==> src/rtl/if_stage.sv <==
// RV32I instruction-fetch stage: owns the PC, keeps up to two word fetches in flight and
// presents one {instruction, PC} pair per cycle to decode. Optional build macro: IF_MISALIGN_CHECK_EN.
module if_stage #(
   parameter logic [31:0] RESET_PC  = 32'h0000_0000,
   parameter logic [31:0] NOP_INSTR = 32'h0000_0013
) (
   input  logic        clk_i,
   input  logic        rst_i,
   input  logic        stall_i,
   input  logic        ID_branch_en_i,
   input  logic [31:0] ID_branch_addr_i,
   output logic        imem_req_o,
   output logic [31:0] imem_addr_o,
   input  logic        imem_gnt_i,
   input  logic        imem_rvalid_i,
   input  logic [31:0] imem_rdata_i,
   output logic [31:0] IF_Instruction_o,
   output logic [31:0] IF_PC_o,
   output logic        IF_valid_o,
   output logic        IF_misalign_o
);

   logic [31:0] pc_q, pc_d;
   logic [1:0]  out_cnt_q, out_cnt_d;
   logic [1:0]  drop_cnt_q, drop_cnt_d;
   logic [1:0]  fifo_cnt_q, fifo_cnt_d;
   logic [31:0] fifo_instr_q [2];
   logic [31:0] fifo_pc_q [2];
   logic [31:0] pend_pc_q [2];
   logic        fifo_wp_q, fifo_rp_q, fifo_wp_d, fifo_rp_d;
   logic        pend_wp_q, pend_rp_q;
   logic [31:0] instr_q, instr_d;
   logic [31:0] out_pc_q, out_pc_d;
   logic        valid_q, valid_d;

   logic [31:0] branch_addr;
   logic        halt;
   logic        credit_ok;
   logic        grant;
   logic        resp;
   logic        resp_keep;
   logic [31:0] resp_pc;
   logic        fifo_pop;
   logic        fifo_push;
   logic        bypass;

`ifdef IF_MISALIGN_CHECK_EN
   logic misalign_q, misalign_d;

   assign branch_addr   = ID_branch_addr_i;
   assign halt          = misalign_q;
   assign misalign_d    = ID_branch_en_i ? (ID_branch_addr_i[1:0] != 2'b00) : misalign_q;
   assign IF_misalign_o = misalign_q;

   always_ff @(posedge clk_i or negedge rst_i) begin
      if (!rst_i) misalign_q <= 1'b0;
      else        misalign_q <= misalign_d;
   end
`else
   logic unused_addr_lsb;

   assign unused_addr_lsb = ^ID_branch_addr_i[1:0];
   assign branch_addr     = {ID_branch_addr_i[31:2], 2'b00};
   assign halt            = 1'b0;
   assign IF_misalign_o   = 1'b0;
`endif

   // Gating with rst_i keeps req low in reset and lets it rise as soon as reset releases.
   assign credit_ok   = ({1'b0, out_cnt_q} + {1'b0, fifo_cnt_q}) < 3'd2;
   assign imem_req_o  = rst_i & credit_ok & ~ID_branch_en_i & ~halt;
   assign imem_addr_o = pc_q;
   assign grant       = imem_req_o & imem_gnt_i;

   // A response with nothing outstanding is a protocol error and is ignored.
   assign resp      = imem_rvalid_i & (out_cnt_q != 2'd0);
   assign resp_pc   = pend_pc_q[pend_rp_q];
   assign resp_keep = resp & (drop_cnt_q == 2'd0) & ~ID_branch_en_i;
   assign fifo_pop  = ~ID_branch_en_i & ~stall_i & (fifo_cnt_q != 2'd0);
   assign bypass    = ~ID_branch_en_i & ~stall_i & (fifo_cnt_q == 2'd0) & resp_keep;
   assign fifo_push = resp_keep & ~bypass;

   always_comb begin
      pc_d       = pc_q;
      out_cnt_d  = out_cnt_q + {1'b0, grant} - {1'b0, resp};
      drop_cnt_d = drop_cnt_q;
      fifo_cnt_d = fifo_cnt_q + {1'b0, fifo_push} - {1'b0, fifo_pop};
      fifo_wp_d  = fifo_wp_q ^ fifo_push;
      fifo_rp_d  = fifo_rp_q ^ fifo_pop;
      instr_d    = instr_q;
      out_pc_d   = out_pc_q;
      valid_d    = valid_q;

      if (grant) pc_d = pc_q + 32'd4;
      if (resp && drop_cnt_q != 2'd0) drop_cnt_d = drop_cnt_q - 2'd1;

      // Everything still outstanding after this edge belongs to the abandoned path.
      if (ID_branch_en_i) begin
         pc_d       = branch_addr;
         drop_cnt_d = out_cnt_d;
         fifo_cnt_d = 2'd0;
         fifo_wp_d  = 1'b0;
         fifo_rp_d  = 1'b0;
      end

      if (ID_branch_en_i) begin
         instr_d = NOP_INSTR;
         valid_d = 1'b0;
      end else if (stall_i) begin
         instr_d = instr_q;
      end else if (fifo_cnt_q != 2'd0) begin
         instr_d  = fifo_instr_q[fifo_rp_q];
         out_pc_d = fifo_pc_q[fifo_rp_q];
         valid_d  = 1'b1;
      end else if (resp_keep) begin
         instr_d  = imem_rdata_i;
         out_pc_d = resp_pc;
         valid_d  = 1'b1;
      end else begin
         instr_d = NOP_INSTR;
         valid_d = 1'b0;
      end
   end

   always_ff @(posedge clk_i or negedge rst_i) begin
      if (!rst_i) begin
         pc_q       <= RESET_PC;
         out_cnt_q  <= 2'd0;
         drop_cnt_q <= 2'd0;
         fifo_cnt_q <= 2'd0;
         fifo_wp_q  <= 1'b0;
         fifo_rp_q  <= 1'b0;
         pend_wp_q  <= 1'b0;
         pend_rp_q  <= 1'b0;
         instr_q    <= NOP_INSTR;
         out_pc_q   <= 32'd0;
         valid_q    <= 1'b0;
         for (int i = 0; i < 2; i++) begin
            fifo_instr_q[i] <= NOP_INSTR;
            fifo_pc_q[i]    <= 32'd0;
            pend_pc_q[i]    <= 32'd0;
         end
      end else begin
         pc_q       <= pc_d;
         out_cnt_q  <= out_cnt_d;
         drop_cnt_q <= drop_cnt_d;
         fifo_cnt_q <= fifo_cnt_d;
         fifo_wp_q  <= fifo_wp_d;
         fifo_rp_q  <= fifo_rp_d;
         instr_q    <= instr_d;
         out_pc_q   <= out_pc_d;
         valid_q    <= valid_d;
         if (grant) begin
            pend_pc_q[pend_wp_q] <= pc_q;
            pend_wp_q            <= ~pend_wp_q;
         end
         if (resp) pend_rp_q <= ~pend_rp_q;
         if (fifo_push) begin
            fifo_instr_q[fifo_wp_q] <= imem_rdata_i;
            fifo_pc_q[fifo_wp_q]    <= resp_pc;
         end
      end
   end

   assign IF_Instruction_o = instr_q;
   assign IF_PC_o          = out_pc_q;
   assign IF_valid_o       = valid_q;

`ifndef SYNTHESIS
   always_ff @(posedge clk_i) begin
      if (rst_i) assert (!(imem_rvalid_i && out_cnt_q == 2'd0));
   end
`endif

endmodule

==> config.mk <==
export PLATFORM = sky130hd
export DESIGN_NAME = if_stage
export DESIGN_NICKNAME = d
export VERILOG_FILES = /design/src/rtl/if_stage.sv
export SDC_FILE = /design/constraint.sdc
export NUM_CORES = 1
export LEC_CHECK = 0
export BUFFER_PORTS_ARGS = -buffer_cell sky130_fd_sc_hd__buf_4
export CELL_PAD_IN_SITES_DETAIL_PLACEMENT = 1
export CELL_PAD_IN_SITES_GLOBAL_PLACEMENT = 2
export CORE_ASPECT_RATIO = 1.4
export CORE_MARGIN = 3
export CORE_UTILIZATION = 35
export DETAILED_ROUTE_END_ITERATION = 16
export PLACE_DENSITY = 0.8
export SLEW_MARGIN = 20
export SYNTH_ARGS = -nofsm -noshare
export SYNTH_HDL_FRONTEND = slang
export SYNTH_SLANG_ARGS = --single-unit
==> constraint.sdc <==
create_clock -name clk_i -period 3.4 [get_ports clk_i]
set_input_delay 0.68 -clock clk_i [delete_from_list [all_inputs] [get_ports clk_i]]
set_output_delay 0.68 -clock clk_i [all_outputs]
set_load 0.03 [all_outputs]
==> results.py <==
metrics = {
    "run_status": {
        "outcome": "finished clean",
    },
    "clock_network": {
        "clock_path_buffers": 3,
        "clkTransAtPathRegs_ns": 0.06,
        "cts_resized": 0,
        "cts_tree": "done",
        "cts_buffers": 31,
        "cts_setup_buffers": 0,
        "clk_latency_ns": 0.58,
        "clock_sink_count": 287,
        "cts_root_buffer": "clkbuf_16",
        "hold_buffers": 0,
        "htreeDepth": 1,
    },
    "finish": {
        "syn2layout_area_growth_pct": 22.5,
        "antennaDiodeCount": 0,
        "drive_gt1_share_pct": 33.0,
        "final_nets": 1312,
        "nFillCells": 3838,
    },
    "die": {
        "die-area_mm2": 0.0389,
        "num_rows": 82,
        "initial_utilization_pct": 35.6,
        "dieWidth_um": 168,
        "ios": 169,
        "die_y_um": 232,
        "core_mm2": 0.0359,
    },
    "yosys": {
        "synth_area_leaders": "dfrtp_1 (54%), mux2_2 (14%), mux2i_1 (4.9%)",
        "synth_enable_flop_cells": 0,
        "synth_cell_types": 49,
        "syn_avg_cell_area_um2": 11.8,
        "synth.most_common_cell": "dfrtp_1",
        "synth_top_cell_area_share_pct": 54.4,
        "synth_cells": 1085,
        "synth-seq-cells": 287,
        "yosysWarningCount": 0,
        "synthArstFlopShare_pct": 100,
        "ys_top_cells_by_count": "dfrtp_1 (278), mux2_2 (154), nor2_1 (115)",
        "post-synth-top-area-cell": "dfrtp_1",
        "syn-cell-area_mm2": 0.0128,
        "synth_seq_area_share_pct": 56.3,
        "ys.flop_type": "dfrtp_1",
    },
    "worst_setup_path": {
        "cp_max_fo": 4,
        "cp.arrival_ns": 2.34,
        "endpoint_kind": "output port",
        "cp.required_ns": 2.72,
        "timing_worst_setup_path_type": "register to output port",
        "worst_setup_path_start_kind": "register",
    },
    "global_routing": {
        "grt-ovfl-total": 0,
        "grt_pass1_vias": 9837,
        "grt_pass1_wl_mm": 55.6,
        "grt_max_degree": 158,
        "track_usage_pct": 17.8,
        "antenna_found_initial": 1,
    },
    "drt": {
        "drc": 0,
        "ant_nets": 0,
        "wl_per_cell_um": 20.3,
        "drtIter0Drc": 450,
        "routed_wirelength_mm": 34.9,
        "vias": 9067,
        "first_pass_iters": 4,
        "vias_per_cell": 5.27,
    },
    "hold_path": {
        "hold_class": "input pin to asynchronous set/reset pin",
    },
    "timing": {
        "tightest_slew_ns": 0.955,
        "fin_skew_ns": 0.0137,
        "setup_viol": 0,
        "max_slew_margin_pct": 36.3,
        "fmax_mhz": 331,
        "finalHoldViolCount": 0,
        "fin_ws_ns": 0.377,
        "finalCritPeriodShare_pct": 88.9,
        "setup_tns_ns": 0,
        "period_needed_ns": 3.02,
        "maxSlewViolCount": 0,
        "rsz0062_at_grt": "false",
    },
    "place": {
        "gp_congestion": 0.759,
        "port_buffers": 161,
        "dpl.hpwl_mm": 23.1,
        "pre_cts_ws_ns": 0.481,
    },
    "power": {
        "leakage_nw": 7.04,
        "power_density_mw_per_mm2": 794,
        "ir_drop_uv": 410,
    },
    "job": {
        "max-cap-violations": 0,
    },
}
-- layout by cell type (no fill, tap or decap), drive strengths merged, types with 8 or more instances in the layout --
master / synthesis / final
nor2: 115 / 115
dfrtp: 278 / 278
mux2: 154 / 154
o31ai: 9 / 9
dfstp: 9 / 9
buf: 25 / 192
mux2i: 63 / 63
a31oi: 11 / 11
a211oi: 30 / 30
nand4: 13 / 13
nor2b: 35 / 35
or4: 13 / 13
o21ai: 23 / 23
inv: 13 / 14
clkbuf: 56 / 49
xnor2: 13 / 13
a221o: 31 / 31
nand3: 9 / 9
ha: 8 / 8
a21oi: 94 / 94
nand2: 39 / 39
-- state kept, by name, summed over array words and instances, names as in the netlist --
signal / flops
pend_wp_q: 1
imem_addr_o: 30
fifo_cnt_q: 2
IF_PC_o: 30
fifo_rp_q: 1
pend_rp_q: 1
IF_valid_o: 1
fifo_instr_q: 64
pend_pc_q: 60
fifo_wp_q: 1
out_cnt_q: 2
IF_Instruction_o: 32
fifo_pc_q: 60
drop_cnt_q: 2
-- worst max-delay path: stages (launching register included) --
cell and delay (ns):
dfrtp_1 0.42, and2_1 0.19, fa_1 0.49, nor4b_1 0.34, buf_4 0.19, buf_4 0.15
-- routing by layer --
| layer | GRT usage [%] | up-vias | wire length [µm] |
|---|---|---|---|
| li1 | - | 4168 | - |
| met1 | 20.9 | 4693 | 14100 |
| met2 | 32.6 | 162 | 18100 |
| met3 | 3.95 | 42 | 1930 |
| met4 | 4.96 | 2 | 788 |
| met5 | 0 | - | 13 |
-- final cells by class --
type,count,area (µm²),share of cell area (%)
clock buffers,49,903,5.77
clock inverters,9,149,0.951
inverters,13,48.8,0.312
multi-input cells,708,5270,33.6
flip-flops and latches,287,7200,46.0
well taps,462,578,3.69
repair buffers,192,1510,9.66
-- power by group --
part | switching [W] | leakage (nW) | internal (W)
sequential | 0.000756 | 3.63 | 0.00456
combinational | 0.00189 | 2.90 | 0.00175
clock | 0.00137 | 0.516 | 0.00211
-- per-stage QoR --
step,power (W),utilization (%),std cells,hold WS [ns],area (µm²)
after global placement,0.00887,40.7,1662,0.464,14600
after detailed placement,0.00906,40.7,1662,0.476,14600
final,0.0124,43.6,1720,0.189,15700
after floorplan,0.00772,-,1089,0.384,12800
after global routing,0.0132,43.6,1720,0.317,15700
after CTS,0.0126,43.6,1720,0.288,15700
-- kinds of logic (layout without fill, tap and decap cells) --
family / after synthesis / after routing / synth area share (%)
mux: 217 / 217 / 18.5
xor+xnor: 17 / 17 / 1.16
buf+inv: 94 / 263 / 3.02
fa+ha+maj: 9 / 9 / 0.940
flops: 287 / 287 / 56.3
other cells: 1 / 5 / 0.0293
simple gates: 252 / 252 / 9.57
compound gates: 208 / 208 / 10.5
-- final timing paths --
path	slack, ns	startpoint	end	cells after the start
min in group clk_i	0.32	ID_branch_addr_i[4]	imem_addr_o[4]	3
max in group asynchronous	1.62	rst_i	IF_Instruction_o[19]	3
setup reg to reg	0.50	fifo_cnt_q[0]	drop_cnt_q[1]	10
setup / recovery	0.38	fifo_cnt_q[0]	imem_req_o	5
hold reg to reg	0.49	IF_valid_o	IF_valid_o	1
hold / removal	0.19	rst_i	imem_addr_o[31]	2
No activity file was read; power rests on OpenSTA's default activity.
